==> src/rtl/shift_rows_pipe.sv <==
// Registered ShiftRows/InvShiftRows stage for Rijndael states of NB columns,
// with a valid/ready handshake, a one-entry skid buffer and a wrapping block counter.
module shift_rows_pipe #(
    parameter int unsigned NB    = 4,
    parameter int unsigned CNT_W = 16
) (
    input  logic              clk,
    input  logic              rst_n,
    input  logic              flush,
    input  logic              in_valid,
    output logic              in_ready,
    input  logic [32*NB-1:0]  in_data,
    input  logic              in_mode,
    output logic              out_valid,
    input  logic              out_ready,
    output logic [32*NB-1:0]  out_data,
    output logic              out_mode,
    output logic [CNT_W-1:0]  blk_cnt
);

    localparam int unsigned W = 32 * NB;

    if (!(NB == 4 || NB == 6 || NB == 8)) begin : gen_bad_nb
        $fatal(1, "shift_rows_pipe: NB must be 4, 6 or 8");
    end

    logic [W-1:0] fwd;
    logic [W-1:0] inv;
    logic [W-1:0] perm;

    // Pure byte wiring: each output byte picks a fixed source byte per mode.
    for (genvar c = 0; c < NB; c++) begin : gen_col
        for (genvar r = 0; r < 4; r++) begin : gen_row
            localparam int unsigned S  = (NB == 8 && r >= 2) ? r + 1 : r;
            localparam int unsigned CF = (c + S) % NB;
            localparam int unsigned CI = (c + NB - S) % NB;
            assign fwd[W-1-8*(4*c+r) -: 8] = in_data[W-1-8*(4*CF+r) -: 8];
            assign inv[W-1-8*(4*c+r) -: 8] = in_data[W-1-8*(4*CI+r) -: 8];
        end
    end

    assign perm = in_mode ? inv : fwd;

    logic             out_valid_q, out_valid_d;
    logic [W-1:0]     out_data_q, out_data_d;
    logic             out_mode_q, out_mode_d;
    logic             skid_valid_q, skid_valid_d;
    logic [W-1:0]     skid_data_q, skid_data_d;
    logic             skid_mode_q, skid_mode_d;
    logic [CNT_W-1:0] cnt_q, cnt_d;

    logic accept;
    logic drain;

    assign in_ready  = ~skid_valid_q & ~flush;
    assign accept    = in_valid & in_ready;
    assign drain     = out_valid_q & out_ready;
    assign out_valid = out_valid_q;
    assign out_data  = out_data_q;
    assign out_mode  = out_mode_q;
    assign blk_cnt   = cnt_q;

    always_comb begin
        out_valid_d  = out_valid_q;
        out_data_d   = out_data_q;
        out_mode_d   = out_mode_q;
        skid_valid_d = skid_valid_q;
        skid_data_d  = skid_data_q;
        skid_mode_d  = skid_mode_q;
        cnt_d        = drain ? cnt_q + {{(CNT_W-1){1'b0}}, 1'b1} : cnt_q;

        if (flush) begin
            out_valid_d  = 1'b0;
            skid_valid_d = 1'b0;
        end else if (!out_valid_q || drain) begin
            // A full skid implies in_ready=0, so no accept competes with the refill.
            if (skid_valid_q) begin
                out_valid_d  = 1'b1;
                out_data_d   = skid_data_q;
                out_mode_d   = skid_mode_q;
                skid_valid_d = 1'b0;
            end else begin
                out_valid_d = accept;
                if (accept) begin
                    out_data_d = perm;
                    out_mode_d = in_mode;
                end
            end
        end else if (accept) begin
            skid_valid_d = 1'b1;
            skid_data_d  = perm;
            skid_mode_d  = in_mode;
        end
    end

    always_ff @(posedge clk or negedge rst_n) begin
        if (!rst_n) begin
            out_valid_q  <= 1'b0;
            out_data_q   <= '0;
            out_mode_q   <= 1'b0;
            skid_valid_q <= 1'b0;
            skid_data_q  <= '0;
            skid_mode_q  <= 1'b0;
            cnt_q        <= '0;
        end else begin
            out_valid_q  <= out_valid_d;
            out_data_q   <= out_data_d;
            out_mode_q   <= out_mode_d;
            skid_valid_q <= skid_valid_d;
            skid_data_q  <= skid_data_d;
            skid_mode_q  <= skid_mode_d;
            cnt_q        <= cnt_d;
        end
    end

endmodule

==> config.mk <==
export PLATFORM = sky130hd
export DESIGN_NAME = shift_rows_pipe
export DESIGN_NICKNAME = d
export VERILOG_FILES = /design/src/rtl/shift_rows_pipe.sv
export SDC_FILE = /design/constraint.sdc
export NUM_CORES = 1
export LEC_CHECK = 0
export ABC_CLOCK_PERIOD_IN_PS = 2100
export BUFFER_PORTS_ARGS = -buffer_cell sky130_fd_sc_hd__buf_2
export CORE_MARGIN = 4
export CORE_UTILIZATION = 50
export CTS_BUF_LIST = sky130_fd_sc_hd__clkbuf_2 sky130_fd_sc_hd__clkbuf_4 sky130_fd_sc_hd__clkbuf_8
export CTS_CLUSTER_DIAMETER = 150
export CTS_CLUSTER_SIZE = 25
export DETAILED_ROUTE_END_ITERATION = 10
export PLACE_DENSITY = 0.71
export SLEW_MARGIN = 15
export SYNTH_ARGS = -nofsm -noshare
export SYNTH_HDL_FRONTEND = slang
export SYNTH_SLANG_ARGS = --single-unit
==> constraint.sdc <==
create_clock -name clk -period 2.1 [get_ports clk]
set_input_delay 0.21 -clock clk [delete_from_list [all_inputs] [get_ports clk]]
set_output_delay 0.21 -clock clk [all_outputs]
set_load 0.05 [all_outputs]
== Yosys cells after proc, flatten, opt, wreduce, memory -nomap -nowiden ==
Cells that the tools add are included.
Cells by class
  add/subtract/negate cells: 1
  muxes and demuxes: 11
  bitwise operators: 6
  reductions and logical operators: 7
Operator list (number)
  128-bit two-way mux: 2
  120-bit two-way mux: 1
  16-bit by 1-bit adder with 16-bit output, second input constant: 1
  1-bit two-way mux: 8
  3-bit AND reduction: 2
  2-bit nonzero test: 2
  1-bit AND: 3
  1-bit inverter: 3
  3-bit nonzero test: 1
  1-bit zero test: 1
  1-bit logical OR: 1
Storage, ports and cells
  register bits: 276
  bits of input ports: 134

== Depth between registers and ports, before layout ==
  word-level depth: 6
  gate-level depth with buffers: 9
  mapped depth without buffers: 5

== Worst setup path before layout ==
OpenSTA, ideal clock, no wires.
  path kind: register to register
  start: reg skid_valid_q
  end: reg skid_data_q[104]
  setup time: 125 ps
  arrival: 2058 ps
  required time: 1975 ps
  slack: -82 ps
  cell stages (with the launch flop): 7
  clock period less this slack: 2182 ps
  cells stage by stage: dfrtp_1 buf_2 nor2_1 nand3_1 buf_2 buf_2 mux2_2
Between the ends
  longest elaborated chain between the ends: 4
RTL lines
  start, declared: line 47  | logic skid_valid_q, skid_valid_d;
  start signal, assigned: line 109  | skid_valid_q <= skid_valid_d;
  1-bit inverter: line 55  | assign in_ready = ~skid_valid_q & ~flush;
  1-bit AND: line 55
  via in_ready: line 11  | output logic in_ready,
  1-bit AND: line 56  | assign accept = in_valid & in_ready;
  3-bit AND reduction (no source line)
  end signal, assigned: line 110  | skid_data_q <= skid_data_d;
  end, declared: line 48  | logic [W-1:0] skid_data_q, skid_data_d;
The timed path passes the listed nets, and every way through them passes these cells.
A chain may end at the register's enable or synchronous reset.

== Worst setup path after layout ==
  start: reg skid_valid_q
  end: reg out_data_q[4] (netlist: out_data[4])
Between the ends
  longest elaborated chain between the ends: 5
RTL lines
  1-bit inverter: line 55
  1-bit AND: line 55
  1-bit AND: line 56
  2-bit nonzero test (no source line)
  3-bit AND reduction (no source line)
  end signal, assigned: line 107  | out_data_q <= out_data_d;
  end, declared: line 45  | logic [W-1:0] out_data_q, out_data_d;
Parallel ways exist; a longest one is shown, timed or not.

==> results <==
- The netlist area before placement is 0.0120 mm^2.
- The clock latency on the worst-skew pair is 0.53 ns.
- The number of instances in the synthesized netlist is 1116.
- The via density per instance is 5.09.
- The clock-pin transition on the worst setup and hold timing paths is about 0.15 ns.
- The setup fix buffers added after clock tree synthesis is 0.
- The synthesized area per cell is 10.7 um^2.
- The shortest period the worst path allows is 1.85 ns.
- The maximum fanout along the worst path is 88.
- The CTS H-tree depth is 1.
- The portion of the post-synthesis area used by sequential elements is around 58%.
- Dividing the detail-routed wire length by the instance count gives approximately 16 um.
- After global routing the overflow that remains totals 0.
- Of the cells placed in the final design, the portion with a size suffix greater than 1 is a little over a quarter.
- In the final design database the tool counted around 1600 nets.
- The number of DRC violations after detailed routing is 0.
- The sort of element at the start of the critical path is a flip-flop.
- The first global-routing pass estimated around 47000 um of wire.
- The placeable core area is about 0.024 mm^2.
- Setup violations remaining at the end of the flow were counted as 0.
- The number of rows in the core area is between 50 and 60.
- The final-report hold violation count was 0.
- The clock tree buffer depth is 3.
- The count of buffers added on input and output ports is 280.
- The normalized max-slew margin is approximately 27%.
- The initial antenna violation count is 1.
- Hold is met by 0.0264 ns.
- The area growth from synthesis to layout is 25.4%.
- Registers take 0.00691 mm^2.
- The worst clock skew is 0.0428 ns.
- Detailed placement ended at an HPWL of approximately 19000 um.
- 0 antenna diodes ended up in the layout.
- Setup repair after global routing left no endpoint under its margin.
- The count of clock tree sinks is 276.
- The final antenna-violating net count is 0.
- The data required time at the worst endpoint is 2.51 ns.
- During synthesis, Yosys emitted a total of 0 warnings.
- The length of the first detailed-routing pass in iterations is 4.
- The static power due to leakage is 0.00730 uW.
- The synthesized netlist contains 28 unique library cells.
- The initial standard-cell utilization of the core is between 50% and 60%.
- The routed layout has 9057 vias.
- The routed wire length is 28400 um.
- The multi-input combinational cell area is ~0.0046 mm^2.
- The overall routing resource usage is 21.6%.
- The number of slew-limit violations in the final report was 0.
- The maximum number of pins on one net before global-route repair is 139.
- The via count of the first global-routing pass is between 9000 and 10000.
- STA classifies the critical path endpoint as a flip-flop.
- The run finished with clean final reports.
- The worst-case vdd ir drop is 0.000506 V.
- The tree is rooted in a sky130_fd_sc_hd__clkbuf_8.
- The number of gates resized after CTS is 0.
- In this run the worst hold path is classified as input port to flip-flop.
- Across the run, the number of max-cap violations was 0.
- The count of fill cells added during filler insertion is approximately 1900.
- Pin placement for this block handled 281 I/O pins.
- Hold repair after CTS inserted 105 buffers.
- After detailed placement, the total cell area comes to 0.0137 mm^2.
- The number of clock buffers added by TritonCTS is 15.
- Of the available clock period, the critical path in the final layout requires 88.1%.
- The die width is 163 um.
- TritonCTS built the clock tree.
- The chip height is approximately 160 um.
- Based on the critical path, the design can be clocked at up to between 500 and 600 MHz.
- The number of nets in the synthesized netlist is 1251.
- Setup total negative slack on the finished layout was measured at 0 ns.
- At the worst endpoint, the arrival time is approximately 2.3 ns.
- The summed area of non-filler cells in the final layout is 0.0150 mm^2.
- The critical path class is flip-flop to flip-flop.
- For this run, the share of the core covered by cells in the final layout is between 60% and 70%.
- For the pin with the worst max-slew slack, the measured transition is 1.09 ns.
- Power spread over the standard cell area amounts to 893 mW/mm^2.
- The overall power is roughly 13000 uW.
- The violation count after the first detailed-route iteration is approximately 580.
- The routability congestion estimate is around 0.77.
- The flip-flop and latch count after synthesis is 276.
- The die covers ~0.026 mm^2.
[synth_stat cells, drive strengths merged]
master | count | area (um^2)
nor2 | 70 | 263
inv | 1 | 3.75
a21oi | 65 | 325
buf | 34 | 267
nor3 | 3 | 15.0
nor2b | 1 | 6.26
or3 | 1 | 6.26
nand2b | 1 | 6.26
nand2 | 199 | 747
ha | 1 | 12.5
mux2 | 66 | 743
dfrtp | 276 | 6910
nand4 | 5 | 31.3
xnor2 | 10 | 87.6
nor4 | 2 | 27.5
or3b | 1 | 8.76
or2 | 1 | 6.26
o21ai | 193 | 966
mux2i | 129 | 1290
xor2 | 5 | 43.8
clkbuf | 46 | 173
and2 | 2 | 12.5
nand3 | 4 | 25.0
[sequential cells by signal, indices dropped and copies added (netlist names)]
signal / count
out_data: 128
skid_data_q: 128
blk_cnt: 16
out_mode: 1
out_valid: 1
skid_mode_q: 1
skid_valid_q: 1
[kinds of logic (layout without fill, tap and decap cells)]
group,after synthesis,count (layout),share of synthesized area [%]
adders and majority gates,1,1,0.104
and+or+nand+nor,290,290,9.64
AOI/OAI and AO/OA,258,258,10.8
DFF,276,276,57.7
xor gates and xnor gates,15,15,1.10
muxes,195,195,17.0
buffers and inverters,81,424,3.70
[per-stage QoR]
stage	setup slack, ns	instances
2_1_floorplan	0.185	1116
3_3_place_gp	0.325	1655
6_report	0.250	1778
4_1_cts	0.290	1778
5_1_grt	0.117	1778
3_5_place_dp	0.276	1655
[critical path, stage by stage (launching register included)]
cell	delay, ns
sky130_fd_sc_hd__dfrtp_4	0.46
sky130_fd_sc_hd__buf_4	0.81
sky130_fd_sc_hd__nor2_1	0.13
sky130_fd_sc_hd__a21oi_1	0.20
sky130_fd_sc_hd__o21ai_1	0.09
[routing by layer]
| metal | global-route usage, % | up-vias | share of wire, % |
|---|---|---|---|
| li1 | - | 4486 | - |
| met1 | 29.1 | 4302 | 44 |
| met2 | 35.5 | 219 | 47 |
| met3 | 5.01 | 48 | 6.6 |
| met4 | 5.83 | 2 | 2.7 |
| met5 | 0 | - | 0.046 |
[power breakdown]
| part | switching (uW) | internal [uW] |
|---|---|---|
| sequential | 597 | 6370 |
| combinational | 2810 | 1280 |
| clock | 1640 | 714 |
| total | 5050 | 8360 |
[cells in the final DEF, fill, tap and decap left out, types with 2 or more instances in the layout]
cell                            count
sky130_fd_sc_hd__mux2_2            66
sky130_fd_sc_hd__mux2i_1          129
sky130_fd_sc_hd__a21oi_1           65
sky130_fd_sc_hd__clkbuf_8          15
sky130_fd_sc_hd__buf_4              6
sky130_fd_sc_hd__o21ai_1          120
sky130_fd_sc_hd__o21ai_0           73
sky130_fd_sc_hd__buf_12            15
sky130_fd_sc_hd__nand4_1            5
sky130_fd_sc_hd__xnor2_1           10
sky130_fd_sc_hd__nand2_1          199
sky130_fd_sc_hd__dlygate4sd3_1    105
sky130_fd_sc_hd__buf_2            278
sky130_fd_sc_hd__dfrtp_1          275
sky130_fd_sc_hd__and2_1             2
sky130_fd_sc_hd__xor2_1             5
sky130_fd_sc_hd__nor3_1             3
sky130_fd_sc_hd__nand3_1            2
sky130_fd_sc_hd__nor2_1            69
[final timing paths]
path,startpoint,to,slack [ns],depth (start not counted)
max in group asynchronous,rst_n,skid_data_q[81],1.27,3
min,in_data[21],skid_data_q[117],0.03,3
max,skid_valid_q,out_data[4],0.25,4
max reg2reg,skid_valid_q,out_data[4],0.25,4
min in group asynchronous,rst_n,out_data[50],0.17,2
min reg2reg,out_data[108],out_data[108],0.50,2
[cell type report]
type	count	share of cell area, %
clock buffer	16	1.43
clock inverter	2	0.250
inverter	1	0.0250
multi-input combinational	759	30.9
sequential	276	46.0
tap	319	2.66
timing repair buffer	405	18.7
Power figures use the tool's default switching activity.
